## src/rtl/desloca_seq_if.sv

```systemverilog
// Handshake and data bundle for the desloca_seq multi-cycle shift unit.
// The requester drives start/mode/amt/a; the shifter returns status, result and flags.
interface desloca_seq_if #(
   parameter int WIDTH = 8
) ();
   localparam int SHW = $clog2(WIDTH);

   logic             start;
   logic [1:0]       mode;
   logic [SHW-1:0]   amt;
   logic [WIDTH-1:0] a;
   logic             ready;
   logic             busy;
   logic             done;
   logic [WIDTH-1:0] y;
   logic             carry;
   logic             zero;

   modport master (
      output start, mode, amt, a,
      input  ready, busy, done, y, carry, zero
   );

   modport slave (
      input  start, mode, amt, a,
      output ready, busy, done, y, carry, zero
   );
endinterface

```

## src/rtl/desloca_seq.sv

```systemverilog
// Multi-cycle shifter: SRL/SLL/SRA/ROR, one bit position per clock under a
// start/ready/done handshake, with carry-out and zero flags for the ALU.
module desloca_seq #(
   parameter  int WIDTH = 8,
   localparam int SHW   = $clog2(WIDTH)
) (
   input logic         clk,
   input logic         rst,
   desloca_seq_if.slave bus
);

   typedef enum logic [1:0] {IDLE, SHIFT, DONE} state_t;
   typedef enum logic [1:0] {SRL, SLL, SRA, ROR} mode_t;

   localparam logic [SHW-1:0] ONE = SHW'(1);

   state_t           state_q, state_d;
   mode_t            mode_q, mode_d;
   logic [SHW-1:0]   count_q, count_d;
   logic [WIDTH-1:0] y_q, y_d;
   logic             carry_q, carry_d;

   // Returns {next_y, bit_shifted_out} for a single position.
   function automatic logic [WIDTH:0] step(input mode_t m, input logic [WIDTH-1:0] v);
      logic [WIDTH:0] r;
      case (m)
         SRL:     r = {1'b0, v[WIDTH-1:1], v[0]};
         SLL:     r = {v[WIDTH-2:0], 1'b0, v[WIDTH-1]};
         SRA:     r = {v[WIDTH-1], v[WIDTH-1:1], v[0]};
         ROR:     r = {v[0], v[WIDTH-1:1], v[0]};
         default: r = {v, 1'b0};
      endcase
      return r;
   endfunction

   // NOTE: every signal gets its hold value first so no path through the
   // case can leave one unassigned and infer a latch.
   always_comb begin
      state_d = state_q;
      mode_d  = mode_q;
      count_d = count_q;
      y_d     = y_q;
      carry_d = carry_q;

      case (state_q)
         IDLE, DONE: begin
            if (bus.start) begin
               y_d     = bus.a;
               mode_d  = mode_t'(bus.mode);
               count_d = bus.amt;
               carry_d = 1'b0;
               state_d = (bus.amt == '0) ? DONE : SHIFT;
            end else begin
               state_d = IDLE;
            end
         end
         SHIFT: begin
            {y_d, carry_d} = step(mode_q, y_q);
            count_d        = count_q - ONE;
            state_d        = (count_q == ONE) ? DONE : SHIFT;
         end
         default: state_d = IDLE;
      endcase
   end

   // NOTE: non-blocking assignments so every register samples the values
   // from before the edge, independent of statement order.
   always_ff @(posedge clk) begin
      if (rst) begin
         state_q <= IDLE;
         mode_q  <= SRL;
         count_q <= '0;
         y_q     <= '0;
         carry_q <= 1'b0;
      end else begin
         state_q <= state_d;
         mode_q  <= mode_d;
         count_q <= count_d;
         y_q     <= y_d;
         carry_q <= carry_d;
      end
   end

   assign bus.ready = (state_q == IDLE) || (state_q == DONE);
   assign bus.busy  = (state_q == SHIFT);
   assign bus.done  = (state_q == DONE);
   assign bus.y     = y_q;
   assign bus.carry = carry_q;
   assign bus.zero  = (y_q == '0);

endmodule

```

## src/flat_wrapper.sv

```systemverilog
// flat-port wrapper written by rule: the top's interface ports become plain ports
module desloca_seq_flat 
#(
   parameter  int WIDTH = 8,
   localparam int SHW   = $clog2(WIDTH)
)
  (clk, rst, bus_start, bus_mode, bus_amt, bus_a, bus_ready, bus_busy, bus_done, bus_y, bus_carry, bus_zero);
  desloca_seq_if #(.WIDTH(WIDTH)) bus_i ();
  input logic clk;
  input logic rst;
  input wire logic [$bits(bus_i.start)-1:0] bus_start;
  input wire logic [$bits(bus_i.mode)-1:0] bus_mode;
  input wire logic [$bits(bus_i.amt)-1:0] bus_amt;
  input wire logic [$bits(bus_i.a)-1:0] bus_a;
  output wire logic [$bits(bus_i.ready)-1:0] bus_ready;
  output wire logic [$bits(bus_i.busy)-1:0] bus_busy;
  output wire logic [$bits(bus_i.done)-1:0] bus_done;
  output wire logic [$bits(bus_i.y)-1:0] bus_y;
  output wire logic [$bits(bus_i.carry)-1:0] bus_carry;
  output wire logic [$bits(bus_i.zero)-1:0] bus_zero;
  assign bus_i.start = bus_start;
  assign bus_i.mode = bus_mode;
  assign bus_i.amt = bus_amt;
  assign bus_i.a = bus_a;
  assign bus_ready = bus_i.ready;
  assign bus_busy = bus_i.busy;
  assign bus_done = bus_i.done;
  assign bus_y = bus_i.y;
  assign bus_carry = bus_i.carry;
  assign bus_zero = bus_i.zero;
  desloca_seq #(.WIDTH(WIDTH)) u_core (.clk(clk), .rst(rst), .bus(bus_i));
endmodule
```

## config.mk

```make
export PLATFORM = sky130hd
export DESIGN_NAME = desloca_seq_flat
export DESIGN_NICKNAME = d
export VERILOG_FILES = /design/src/rtl/desloca_seq_if.sv /design/src/rtl/desloca_seq.sv /design/src/flat_wrapper.sv
export SDC_FILE = /design/constraint.sdc
export NUM_CORES = 1
export LEC_CHECK = 0
export ABC_AREA = 0
export CAP_MARGIN = 30
export CELL_PAD_IN_SITES_DETAIL_PLACEMENT = 1
export CELL_PAD_IN_SITES_GLOBAL_PLACEMENT = 1
export CORE_MARGIN = 1
export CORE_UTILIZATION = 37
export DETAILED_ROUTE_END_ITERATION = 16
export PLACE_DENSITY_LB_ADDON = 0.15
export SLEW_MARGIN = 20
export SYNTH_ARGS = -nofsm -noshare
export SYNTH_HDL_FRONTEND = slang
export SYNTH_SLANG_ARGS = --single-unit
```

## constraint.sdc

```tcl
create_clock -name clk -period 2 [get_ports clk]
set_clock_uncertainty 0.15 [all_clocks]
set_input_delay 0.4 -clock clk [delete_from_list [all_inputs] [get_ports clk]]
set_output_delay 0.4 -clock clk [all_outputs]
set_load 0.02 [all_outputs]
```

# Word-level counts from Yosys, hierarchy flattened
# Cells that the tools add are included.
# op_classes
n_addsub	1
eq_ne	8
n_mux	11
reduce_logical	10
# ops
operator	n
one-hot mux 9 bit (4 select lines)	1
one-hot mux 8 bit (2 select lines)	1
zero test 8 bit	1
two-way mux 8 bit	1
== test 2 bit, second input constant	3
two-way mux 2 bit	3
one-hot mux 3 bit (2 select lines)	1
== test 2 x 1 -> 1 bit, second input constant	2
zero test 2 bit	2
inequality test 2 bit, second input constant	2
one-hot mux 2 bit (2 select lines)	1
AND reduction 2 bit	2
== test 3 x 1 -> 1 bit, second input constant	1
zero test 3 bit	1
two-way mux 3 bit	1
AND reduction 3 bit	1
subtractor 3 x 1 -> 3 bit, second input constant	1
one-hot mux 1 bit (2 select lines)	1
nonzero test 2 bit	1
OR reduction 2 bit	1
logical OR 1 bit	1
two-way mux 1 bit	1
# word_totals
in_bits	16
out_inout_bits	13
reg_bits	16

# Longest topological paths before layout
# Gate-level depths: netlist of the first run.
# logic_depth
word_depth	4
mapped_depth	6

# Worst setup path before layout of the first run
# No wires, ideal clock.
# synth_timing
path_kind	reg-to-output
from	reg u_core.y_q[5], in the netlist u_core.bus.y[5]
to	out bus_zero
t_arrival_ns	1.215
stages_incl_launch_ff	3
path_buffers	0
required_ns	1.450
setup_slack_ns	0.235
cell_sequence	dfxtp_1 or4_1 nor2_1
# synth_via
elab_chain_cells	1
# synth_rtl
element	line_no	source
from (decl)	desloca_seq.sv:20	logic [WIDTH-1:0] y_q, y_d;
from (signal assigned)	desloca_seq.sv:79	y_q <= y_d;
zero test 8 bit	desloca_seq.sv:89	assign bus.zero = (y_q == '0);
to (decl)	flat_wrapper.sv:20	output wire logic [$bits(bus_i.zero)-1:0] bus_zero;
# Every way passes these cells.

# Worst setup path after layout of the first run
# layout_timing
from	reg u_core.y_q[1], in the netlist u_core.bus.y[1]
to	out bus_y[1]
# layout_lines
element	line_no	source
to (decl)	flat_wrapper.sv:18	output wire logic [$bits(bus_i.y)-1:0] bus_y;
# No word-level cell between the ends.

==> results.sh, run 1 <==
export IMPL_synth_edff_count=0
export IMPL_drv_slew=0
export IMPL_die_area_mm2=0.002798
export IMPL_fin_tns_setup_ns=0
export IMPL_critPathLaunchType="register"
export IMPL_drv_cap=0
export IMPL_die_w_um=52.90
export IMPL_crit_path_top_delay_cell="clkdlybuf4s50_1"
export IMPL_cp_slowest_stage_delay_ns=0.60
export IMPL_worstPathMaxFanout=4
export IMPL_syn_area_um2=958.4
export IMPL_num_rows=18
export IMPL_cp_end_kind="output port"
export IMPL_postRouteAntennaNets=0
export IMPL_hold_slack_ns=0.3630
export IMPL_nFillCells=287
export IMPL_hold_viol=0
export IMPL_dr_pass1_iters=3
export IMPL_drc=0
export IMPL_yosysWarnings=0
export IMPL_cts_setup_buffers=0
export IMPL_vias=873
export IMPL_rsz0062_at_grt="no"
export IMPL_critPathKind="register to output port"
export IMPL_worst_slew_pin_transition_ns=0.2771
export IMPL_setup_slack_ns=0.07655
export IMPL_cp_required_ns=1.45
export IMPL_hpwl_um=1914
export IMPL_power_mw=0.9792
export IMPL_cp_cell_sequence="buf_4 -> clkdlybuf4s50_1"
export IMPL_yosysUniqueCellTypes=32
export IMPL_wire_per_inst_um=15.09
export IMPL_async_reset_ff_share_pct=0
export IMPL_critPathArrivalTime_ns=1.37
export IMPL_clkTransAtPathRegs_ns=0.11
export IMPL_initial_utilization_pct=39.04
export IMPL_cts_num_sinks=16
export IMPL_synth_seq_cells=16
export IMPL_ys_flop_type="dfxtp_1"
export IMPL_gp_congestion=0.7077
export IMPL_fin_crit_sh_pct=96.17
export IMPL_grt_overflow=0
export IMPL_cts_tree="built"
export IMPL_grt_util_all_layers_pct=19.51
export IMPL_setup_viol=0
export IMPL_dr_wl_met3_um=82
export IMPL_area_growth_pct=43.21
export IMPL_pre_cts_slack_ns=-0.07092
export IMPL_hold_buffers=0
export IMPL_drt_vias_per_instance=5.228
export IMPL_powerDensity_mw_per_mm2=713.4
export IMPL_drtIter0Drc=7
export IMPL_cts_buffers=3
export IMPL_syn_nets=113
export IMPL_grt_pass1_wl_um=3884
export IMPL_syn_inst=95
export IMPL_drive_above_1_share_pct=29.93
export IMPL_fmax_mhz=519.9
export IMPL_antenna_found_initial=0
export IMPL_ys_seq_area_share_pct=33.42
export IMPL_port_buffers=28
export IMPL_leakage_nw=0.5864
export IMPL_clk_latency_ns=0.29
export IMPL_coreArea_mm2=0.002455
export IMPL_status="finished clean"
export IMPL_hold_path_class="register to register"
export IMPL_drt_wl_total_um=2520
export IMPL_antenna_cells=0
export IMPL_cts_root_buf="clkbuf_4"
export IMPL_grt_max_degree=20
export IMPL_num_nets_final=156
export IMPL_min_period_ns=1.923
export IMPL_dr_wl_met2_um=1382
export IMPL_top_layer_used="met4"
export IMPL_die_height_um=52.90
export IMPL_syn_avg_cell_area_um2=10.09
export IMPL_slew_headroom_pct=81.49
export IMPL_io_pins=29
export IMPL_m1WireLength_um=1037
export IMPL_first_global_vias=837
export IMPL_peakVddDrop_uv=570.1
export IMPL_h_tree_depth=1
export IMPL_clock_tree_buffer_depth=2
[synthesized netlist by cell type (3+ instances only)]
| cell | instances | area (µm²) |
|---|---|---|
| a21oi_1 | 3 | 15.01 |
| mux2i_1 | 9 | 90.09 |
| nand2b_1 | 3 | 18.77 |
| dfxtp_1 | 16 | 320.3 |
| inv_1 | 5 | 18.77 |
| a211oi_2 | 7 | 87.58 |
| a211oi_1 | 7 | 52.55 |
| nor2b_1 | 5 | 31.28 |
| a221oi_2 | 3 | 45.04 |
| nor2_1 | 9 | 33.78 |
[critical path, delay by kind of cell, from the launching register on]
family                 cells  cell delay (ns)
buffers and inverters      2             0.73
DFF                        1             0.35
[per-stage QoR]
step                      util [%]  std cells  cell area, µm²
after global routing         55.91        167            1373
after global placement       54.49        163            1338
after floorplan                  -         95           958.4
final                        55.91        167            1373
after detailed placement     54.49        163            1338
after CTS                    55.76        167            1369
[power breakdown]
part | switching (mW) | total [mW] | internal [mW]
clock | 0.109 | 0.220 | 0.111
sequential | 0.0202 | 0.372 | 0.352
combinational | 0.190 | 0.387 | 0.197
total | 0.319 | 0.979 | 0.660
[registers in the layout, summed over array words and instances, names as in the netlist]
register and flops:
u_core.mode_q 2, u_core.state_q 2, u_core.bus.carry 1, u_core.bus.y 8, u_core.count_q 3
[worst paths after layout]
path                                               startpoint                             end  slack (ns)  cells past startpoint
worst max-delay path             u_core.bus.y[1]$_SDFFE_PP0P_                        bus_y[1]        0.08                      2
worst min-delay path            u_core.bus.carry$_SDFFE_PP0P_   u_core.bus.carry$_SDFFE_PP0P_        0.36                      2
worst max register to register   u_core.state_q[0]$_SDFF_PP0_  u_core.count_q[1]$_SDFFE_PP0P_        0.50                      5
worst min register to register  u_core.bus.carry$_SDFFE_PP0P_   u_core.bus.carry$_SDFFE_PP0P_        0.36                      2
[routing by layer]
layer  up-vias  global-route usage [%]
met5         -                       0
met1       423                   21.25
met3         2                   2.586
met2        17                   38.40
met4         0                   5.263
li1        431                       -
[placed cells by master (no fill, tap or decap)]
| cell type | n |
|---|---|
| a31oi_1 | 2 |
| clkbuf_4 | 3 |
| a211oi_2 | 7 |
| nor2b_4 | 1 |
| nor2_2 | 1 |
| a21oi_1 | 3 |
| nor2_1 | 9 |
| buf_4 | 18 |
| nand2_1 | 2 |
| a21o_1 | 1 |
| a221oi_2 | 3 |
| a32oi_1 | 1 |
| or4_1 | 2 |
| a21oi_4 | 1 |
| mux2i_1 | 9 |
| dfxtp_1 | 14 |
| mux2_2 | 1 |
| clkbuf_8 | 1 |
| nor3_1 | 1 |
| mux2_4 | 1 |
| a211oi_1 | 7 |
| inv_2 | 1 |
| dfxtp_2 | 2 |
| dlygate4sd2_1 | 1 |
| nand2b_2 | 1 |
| inv_1 | 5 |
| and2b_1 | 2 |
| clkdlybuf4s50_1 | 26 |
| nand2b_1 | 3 |
| nor2b_1 | 5 |
| a22oi_1 | 1 |
| ha_1 | 2 |
[repair_timing]
| action | in CTS | in global routing |
|---|---|---|
| resized for setup | 6 | 2 |
| pin swaps | 0 | 2 |
| gates cloned | 0 | 0 |
| endpoints found under the setup margin | 2 | 1 |
[layout make-up]
cell class                 count  area (µm²)  area share, %
inverter                       6       22.52          1.641
sequential                    16       322.8          23.52
multi-input combinational     66       549.3          40.02
clock buffer                   4       36.28          2.644
tap                           30       37.54          2.735
timing repair buffer          45       404.1          29.44
[cells by family (layout without fill, tap and decap cells)]
kind of cell | count (synthesis) | in the layout | synth area share, %
multiplexers | 11 | 11 | 12.14
buffers and inverters | 13 | 55 | 9.268
AND/OR/NAND/NOR | 27 | 27 | 16.19
adder cells (fa/ha/maj) | 2 | 2 | 2.611
flip-flops | 16 | 16 | 33.42
AO/OA/AOI/OAI | 26 | 26 | 26.37
(Power assumes the default switching activity.)
==> inputs of run 2 (changes only) <==
--- a/config.mk
+++ b/config.mk
@@ -9,7 +9,6 @@
 export CAP_MARGIN = 30
 export CELL_PAD_IN_SITES_DETAIL_PLACEMENT = 1
 export CELL_PAD_IN_SITES_GLOBAL_PLACEMENT = 1
-export CORE_MARGIN = 1
 export CORE_UTILIZATION = 37
 export DETAILED_ROUTE_END_ITERATION = 16
 export PLACE_DENSITY_LB_ADDON = 0.15
==> results of run 2 <==
Final layout, timing and power as in run 1 (identical DEF).
